===== src/rtl/usart_pkg.sv =====
// Shared definitions for the serial echo tester: frame constants, FSM state
// encodings and a saturating counter helper.
package usart_pkg;

    localparam logic     START_BIT    = 1'b0;
    localparam logic     STOP_BIT     = 1'b1;
    localparam int       DATA_BITS    = 8;
    localparam logic [7:0] PATTERN_WRAP = 8'h7F;

    typedef enum logic [1:0] {
        TX_IDLE,
        TX_START,
        TX_DATA,
        TX_STOP
    } tx_state_t;

    typedef enum logic [1:0] {
        RX_IDLE,
        RX_START,
        RX_DATA,
        RX_STOP
    } rx_state_t;

    function automatic logic [15:0] sat_inc(input logic [15:0] v);
        return (v == 16'hFFFF) ? v : v + 16'd1;
    endfunction

endpackage


===== src/rtl/usart_tester_rx.sv =====
// Receive half of the echo tester: synchronises rx_pin, finds 8N1 frames and
// reports each one when its stop bit is sampled.
//   serial_clock  clock
//   reset         synchronous, active-low
//   cpb_eff       bit period in clocks (already clamped to >= 2)
//   rx_pin        asynchronous serial input, idle high
//   rx_byte       data byte of the last frame
//   frame_done    one-cycle pulse after a stop-bit sample
//   stop_ok       stop bit of the last frame was high
//
// state    | meaning
// RX_IDLE  | waiting for a falling edge on the synchronised line
// RX_START | counting to mid start bit; line high there means glitch
// RX_DATA  | sampling 8 data bits at bit centre, LSB first
// RX_STOP  | sampling stop bit at bit centre, then back to idle
module usart_tester_rx
    import usart_pkg::*;
(
    input  logic        serial_clock,
    input  logic        reset,
    input  logic [11:0] cpb_eff,
    input  logic        rx_pin,
    output logic [7:0]  rx_byte,
    output logic        frame_done,
    output logic        stop_ok
);

    rx_state_t   rx_state, rx_next;
    logic        rx_meta, rx_s, rx_prev;
    logic [11:0] rx_timer;
    logic [2:0]  rx_bit_cnt;
    logic [7:0]  rx_shift;
    logic        bit_end;

    assign bit_end = (rx_timer == 12'd0);

    always_comb begin
        rx_next = rx_state;
        case (rx_state)
            RX_IDLE:  if (rx_prev && !rx_s) rx_next = RX_START;
            RX_START: if (bit_end) rx_next = (rx_s == START_BIT) ? RX_DATA : RX_IDLE;
            RX_DATA:  if (bit_end && rx_bit_cnt == 3'(DATA_BITS - 1)) rx_next = RX_STOP;
            RX_STOP:  if (bit_end) rx_next = RX_IDLE;
            default:  rx_next = RX_IDLE;
        endcase
    end

    always_ff @(posedge serial_clock) begin
        if (!reset) begin
            rx_meta    <= 1'b1;
            rx_s       <= 1'b1;
            rx_prev    <= 1'b1;
            rx_state   <= RX_IDLE;
            rx_timer   <= 12'd0;
            rx_bit_cnt <= 3'd0;
            rx_shift   <= 8'd0;
            rx_byte    <= 8'd0;
            frame_done <= 1'b0;
            stop_ok    <= 1'b0;
        end else begin
            rx_meta    <= rx_pin;
            rx_s       <= rx_meta;
            rx_prev    <= rx_s;
            rx_state   <= rx_next;
            frame_done <= 1'b0;
            if (rx_state == RX_IDLE) begin
                // preload half a bit so the start bit is re-checked at its centre
                rx_timer   <= (cpb_eff >> 1) - 12'd1;
                rx_bit_cnt <= 3'd0;
            end else if (bit_end) begin
                rx_timer <= cpb_eff - 12'd1;
                if (rx_state == RX_DATA) begin
                    rx_shift   <= {rx_s, rx_shift[7:1]};
                    rx_bit_cnt <= rx_bit_cnt + 3'd1;
                end
                if (rx_state == RX_STOP) begin
                    frame_done <= 1'b1;
                    stop_ok    <= (rx_s == STOP_BIT);
                    rx_byte    <= rx_shift;
                end
            end else begin
                rx_timer <= rx_timer - 12'd1;
            end
        end
    end

endmodule


===== src/rtl/usart_echo_tester.sv =====
// Host end of the serial echo link: transmits an incrementing 8N1 pattern,
// queues every byte sent and checks each echoed byte against the queue head.
//   serial_clock, reset (sync, active-low), clocks_per_bit (0/1 act as 2)
//   enable, cts_pin        traffic gating
//   rx_pin / tx_pin        serial lines, idle high
//   bytes_sent, bytes_matched, error_count   saturating counters
//   last_expected, last_received             bytes of the latest echo error
//   framing_error, timeout                   sticky flags
//   busy                                     tx in flight or echoes outstanding
//
// state    | meaning
// TX_IDLE  | line high; launches when enabled, cts high and queue not full
// TX_START | start bit
// TX_DATA  | 8 data bits, LSB first
// TX_STOP  | stop bit
module usart_echo_tester
    import usart_pkg::*;
#(
    parameter logic [7:0] PATTERN_START   = 8'h00,
    parameter int         MAX_OUTSTANDING = 4,
    parameter int         TIMEOUT_FRAMES  = 4
) (
    input  logic        serial_clock,
    input  logic        reset,
    input  logic [11:0] clocks_per_bit,
    input  logic        enable,
    input  logic        cts_pin,
    input  logic        rx_pin,
    output logic        tx_pin,
    output logic [15:0] bytes_sent,
    output logic [15:0] bytes_matched,
    output logic [15:0] error_count,
    output logic [7:0]  last_expected,
    output logic [7:0]  last_received,
    output logic        framing_error,
    output logic        timeout,
    output logic        busy
);

    localparam int PTR_W = $clog2(MAX_OUTSTANDING);
    localparam int CNT_W = PTR_W + 1;

    tx_state_t   tx_state, tx_next;
    logic [11:0] cpb_eff, tx_timer;
    logic [2:0]  tx_bit_cnt;
    logic [7:0]  tx_shift, next_byte;
    logic        launch, tx_bit_end;

    logic [7:0]       q_mem [MAX_OUTSTANDING];
    logic [PTR_W-1:0] wr_ptr, rd_ptr;
    logic [CNT_W-1:0] q_count;
    logic             q_empty, q_full, pop;

    logic [7:0]  rx_byte, q_head;
    logic        frame_done, stop_ok, echo_bad, to_fire;
    logic [23:0] to_timer, to_limit;

    assign cpb_eff    = (clocks_per_bit < 12'd2) ? 12'd2 : clocks_per_bit;
    assign tx_bit_end = (tx_timer == 12'd0);
    assign to_limit   = 24'(TIMEOUT_FRAMES * 10) * {12'd0, cpb_eff};

    usart_tester_rx u_rx (
        .serial_clock (serial_clock),
        .reset        (reset),
        .cpb_eff      (cpb_eff),
        .rx_pin       (rx_pin),
        .rx_byte      (rx_byte),
        .frame_done   (frame_done),
        .stop_ok      (stop_ok)
    );

    always_comb begin
        tx_next = tx_state;
        launch  = 1'b0;
        case (tx_state)
            TX_IDLE: if (enable && cts_pin && !q_full) begin
                tx_next = TX_START;
                launch  = 1'b1;
            end
            TX_START: if (tx_bit_end) tx_next = TX_DATA;
            TX_DATA:  if (tx_bit_end && tx_bit_cnt == 3'(DATA_BITS - 1)) tx_next = TX_STOP;
            TX_STOP:  if (tx_bit_end) tx_next = TX_IDLE;
            default:  tx_next = TX_IDLE;
        endcase
    end

    always_comb begin
        case (tx_state)
            TX_START: tx_pin = START_BIT;
            TX_DATA:  tx_pin = tx_shift[0];
            default:  tx_pin = STOP_BIT;
        endcase
    end

    always_ff @(posedge serial_clock) begin
        if (!reset) begin
            tx_state   <= TX_IDLE;
            tx_timer   <= 12'd0;
            tx_bit_cnt <= 3'd0;
            tx_shift   <= 8'd0;
            next_byte  <= PATTERN_START;
        end else begin
            tx_state <= tx_next;
            if (launch) begin
                tx_timer   <= cpb_eff - 12'd1;
                tx_bit_cnt <= 3'd0;
                tx_shift   <= next_byte;
                next_byte  <= (next_byte == PATTERN_WRAP) ? 8'h00 : next_byte + 8'd1;
            end else if (tx_state != TX_IDLE) begin
                if (tx_bit_end) begin
                    // reload here so a new clocks_per_bit lands on a bit boundary
                    tx_timer <= cpb_eff - 12'd1;
                    if (tx_state == TX_DATA) begin
                        tx_shift   <= {1'b1, tx_shift[7:1]};
                        tx_bit_cnt <= tx_bit_cnt + 3'd1;
                    end
                end else begin
                    tx_timer <= tx_timer - 12'd1;
                end
            end
        end
    end

    assign q_empty = (q_count == '0);
    assign q_full  = (q_count == CNT_W'(MAX_OUTSTANDING));
    assign q_head  = q_mem[rd_ptr];
    assign pop     = frame_done && !q_empty;
    assign echo_bad = frame_done && (q_empty || !stop_ok || rx_byte != q_head);
    // never fires on a stop-sample cycle, so it cannot collide with echo_bad
    assign to_fire = !q_empty && !frame_done && (to_timer == 24'd0);

    always_ff @(posedge serial_clock) begin
        if (launch) q_mem[wr_ptr] <= next_byte;
    end

    always_ff @(posedge serial_clock) begin
        if (!reset) begin
            wr_ptr  <= '0;
            rd_ptr  <= '0;
            q_count <= '0;
        end else begin
            if (launch) wr_ptr <= wr_ptr + 1'b1;
            if (to_fire) begin
                // flush keeps a byte pushed in the same cycle
                rd_ptr  <= wr_ptr;
                q_count <= launch ? CNT_W'(1) : '0;
            end else begin
                if (pop) rd_ptr <= rd_ptr + 1'b1;
                case ({launch, pop})
                    2'b10:   q_count <= q_count + 1'b1;
                    2'b01:   q_count <= q_count - 1'b1;
                    default: q_count <= q_count;
                endcase
            end
        end
    end

    always_ff @(posedge serial_clock) begin
        if (!reset) begin
            bytes_sent    <= 16'd0;
            bytes_matched <= 16'd0;
            error_count   <= 16'd0;
            last_expected <= 8'd0;
            last_received <= 8'd0;
            framing_error <= 1'b0;
            timeout       <= 1'b0;
            to_timer      <= 24'd0;
        end else begin
            if (launch) bytes_sent <= sat_inc(bytes_sent);
            if (frame_done && !echo_bad) bytes_matched <= sat_inc(bytes_matched);
            if (echo_bad || to_fire) error_count <= sat_inc(error_count);
            if (echo_bad) begin
                last_expected <= q_empty ? 8'd0 : q_head;
                last_received <= rx_byte;
            end
            if (frame_done && !q_empty && !stop_ok) framing_error <= 1'b1;
            if (to_fire) timeout <= 1'b1;
            if (q_empty || frame_done || to_fire) to_timer <= to_limit - 24'd1;
            else                                  to_timer <= to_timer - 24'd1;
        end
    end

    assign busy = (tx_state != TX_IDLE) || !q_empty;

endmodule


===== config.mk =====
export PLATFORM = sky130hd
export DESIGN_NAME = usart_echo_tester
export DESIGN_NICKNAME = d
export VERILOG_FILES = /design/src/rtl/usart_pkg.sv /design/src/rtl/usart_tester_rx.sv /design/src/rtl/usart_echo_tester.sv
export SDC_FILE = /design/constraint.sdc
export NUM_CORES = 1
export LEC_CHECK = 0
export BUFFER_PORTS_ARGS = -buffer_cell sky130_fd_sc_hd__buf_2
export CAP_MARGIN = 20
export CORE_ASPECT_RATIO = 0.5
export CORE_MARGIN = 8
export CORE_UTILIZATION = 55
export CTS_CLUSTER_DIAMETER = 30
export DETAILED_ROUTE_END_ITERATION = 7
export PLACE_DENSITY = 0.73
export SLEW_MARGIN = 20
export SYNTH_ARGS = -nofsm -noshare
export SYNTH_HDL_FRONTEND = slang
export SYNTH_HIERARCHICAL = 1
export SYNTH_SLANG_ARGS = --single-unit

===== constraint.sdc =====
create_clock -name serial_clock -period 13 [get_ports serial_clock]
set_input_delay 2.6 -clock serial_clock [delete_from_list [all_inputs] [get_ports serial_clock]]
set_output_delay 2.6 -clock serial_clock [all_outputs]
set_load 0.05 [all_outputs]

==> impl_metrics.toml <==
[status]
outcome = "finished clean"

[yosys]
yosysTopAreaCellShare_pct = 33.03
yosysSeqAreaShare_pct = 42.36
async_reset_ff_share_pct = 0
ys.warnings.count = 6
synthesis.area_sq_mm = 0.01030
syn_nets = 1210
syn_inst = 1153
synth_largest_area_cell = "dfxtp_1"
ys_ff_latch = 202
synth.avg_cell_area_sq_um = 8.935
synth_edf_count = 32
synth_area_leaders = "dfxtp_1, edfxtp_1, nor2_1"
synthDistinctLibCells = 78
ys.flop_type = "dfxtp_1"

[final_layout]
final_cell_mix = "dfxtp_1, nor2_1, nand2_1"
fin_cells = 1474
layout_commonest_cell = "dfxtp_1"
area_delta_synth_final_pct = 13.46
layout-drive-gt1-share_pct = 13.46
nets = 1269

[pwr]
power_frac_comb_pct = 22.2
clkPwrFrac_pct = 38.3
p_sw_uw = 583.9
peakVddDrop_uv = 107.7
switching_share_pct = 31.91
intPower_uw = 1246
p_per_area_mw_per_mm2 = 156.6
seqPwrFrac_pct = 39.5
p_leak_uw = 0.004607

[detailed_routing]
postRouteAntennaNets = 0
wl_per_cell_um = 16.36
drt_pre_antenna_iters = 5
drc = 0
drt_iter0_markers = 647
wl_um = 24120
via_count = 8555
via_per_inst = 5.804

[cts]
cts_setup_buffers = 0
cts-resized-gates = 0
clk_path_buf_depth = 3
cts_buffers = 27
clk_pin_slew_ps = 50
clock_latency_ps = 520
postCtsHoldBufs = 0
clock-root-buffer = "clkbuf_16"
ctsHtreeMaxLevel = 1
cts_tree = "done"
clock-sinks = 202

[placement]
dp_hpwl_um = 16850
portBuffers = 84
dpl.cell_count = 1423
place_congestion = 0.9496

[critical_path]
cp_data_arrival_time_ps = 7080
required_ps = 13410
crit_path_start_kind = "primary input"
endpoint_kind = "register"
path_class = "primary input to register"
worst-path-max-fanout = 9

[sta]
fmax_mhz = 149.9
finalHoldViolations = 0
layout_min_cycle_time_ps = 6670
clock_skew_ps = 10.69
tns_ps = 0
report.final.slew_viol_count = 0
tightestPinTransition_ps = 888.1
rsz0062_at_grt = "no"
setup_violations = 0
finalCritPeriodShare_pct = 51.31
max_slew_margin_pct = 40.79

[worst_hold_path]
worstHoldPathType = "register to register"

[global_routing]
grt_max_degree = 77
grt_pass1_wl_um = 39360
antenna_found_initial = 1
first_global_vias = 7993
track_usage_pct = 19.51
overflow = 0

[floorplan]
placementRows = 35
start_util_pct = 56.01
dieArea_sq_mm = 0.02363
die_x_um = 209.6
die_h_um = 112.8
core_sq_mm = 0.01839
pin_count = 85

[job]
drv_cap = 0
==> cells by family (layout without fill, tap and decap cells) <==
group           Yosys count  in the layout  synth area share (%)
flops                   202            202                 42.36
fa+ha+maj                40             40                 5.004
simple gates            460            460                 21.73
mux                      52             52                 5.672
other cells               0              1                     0
xor+xnor                 94             94                 7.991
compound gates          213            213                 13.58
buf+inv                  92            172                 3.668
==> state kept, by name (all words and copies together), names as in the netlist, 3 cells and up, named ones only <==
signal	flops
u_rx/rx_bit_cnt	3
u_rx/rx_byte	8
u_rx/rx_shift	8
next_byte	8
bytes_matched	16
q_mem	32
q_count	3
tx_shift	8
tx_timer	12
error_count	16
bytes_sent	16
last_expected	8
last_received	8
to_timer	24
tx_bit_cnt	3
u_rx/rx_timer	12
==> power groups by stage <==
stage                     logic, uW  registers (uW)  clock network [uW]
after floorplan                 315             728                   0
after global placement          389             732                   0
after detailed placement        400             734                   0
after CTS                       403             722                 714
after global routing            456             728                 741
final                           406             723                 701
==> synthesized netlist by cell type (8+ instances only) <==
cell type	count
nor3_1	26
nand3_1	40
xor2_1	46
o21a_1	11
or3_1	20
nand4_1	23
a22oi_1	10
nand2_1	98
o21ai_0	39
a21oi_1	69
and3_1	13
nor4_1	14
and2_1	14
nand2b_1	13
dfxtp_1	170
inv_1	31
xnor2_1	48
a211oi_1	12
edfxtp_1	32
mux2i_1	46
ha_1	38
nor2_1	161
buf_2	8
clkbuf_1	47
a311oi_1	10
==> metrics by stage <==
step | hold slack, ps | cell area (sq um) | utilization (%) | power (uW) | worst slack [ps]
final | 404.3 | 11690 | 63.55 | 1830 | 6330
after global placement | 395.8 | 10810 | 58.79 | 1121 | 6123
after CTS | 407.7 | 11680 | 63.52 | 1839 | 6441
after floorplan | 386.3 | 10300 | - | 1043 | 6475
after global routing | 423.0 | 11690 | 63.55 | 1925 | 5991
after detailed placement | 394.5 | 10820 | 58.81 | 1135 | 5902
==> routing by layer <==
layer / up-vias / wire length [um] / global-route usage, %
met5: - / 0 / 0
met4: 0 / 512 / 5.371
met3: 37 / 1362 / 3.366
met2: 233 / 10830 / 32.06
met1: 4056 / 11420 / 26.30
li1: 4229 / - / -
==> critical path: stages <==
cell	delay, ps
buf_2	160
or4_1	590
nor2_1	160
nand4bb_1	230
o21ai_0	440
inv_1	150
ha_1	240
ha_1	210
fa_1	410
a21oi_1	340
o21bai_1	140
xor2_1	210
a211oi_2	400
nand4_1	200
nor4_1	290
xnor2_1	100
o211a_1	200
==> cell type report <==
type | count | area [sq um]
Multi-Input combinational cell | 859 | 5573
Clock inverter | 13 | 92.59
Inverter | 33 | 123.9
Fill cell | 1492 | 6704
Sequential cell | 202 | 4364
Antenna cell | 1 | 2.502
Timing Repair Buffer | 89 | 457.9
Tap cell | 240 | 300.3
Clock buffer | 37 | 774.5
==> final timing paths <==
| path | slack, ps | startpoint | to | cells after the start |
|---|---|---|---|---|
| min reg2reg | 400 | u_rx/rx_meta | u_rx/rx_s | 1 |
| max | 6330 | clocks_per_bit[8] | to_timer[17] | 17 |
| min | 400 | u_rx/rx_meta | u_rx/rx_s | 1 |
| max reg2reg | 9390 | register | bytes_matched[15] | 8 |
Note: power is estimated with default switching activity, not from simulation.
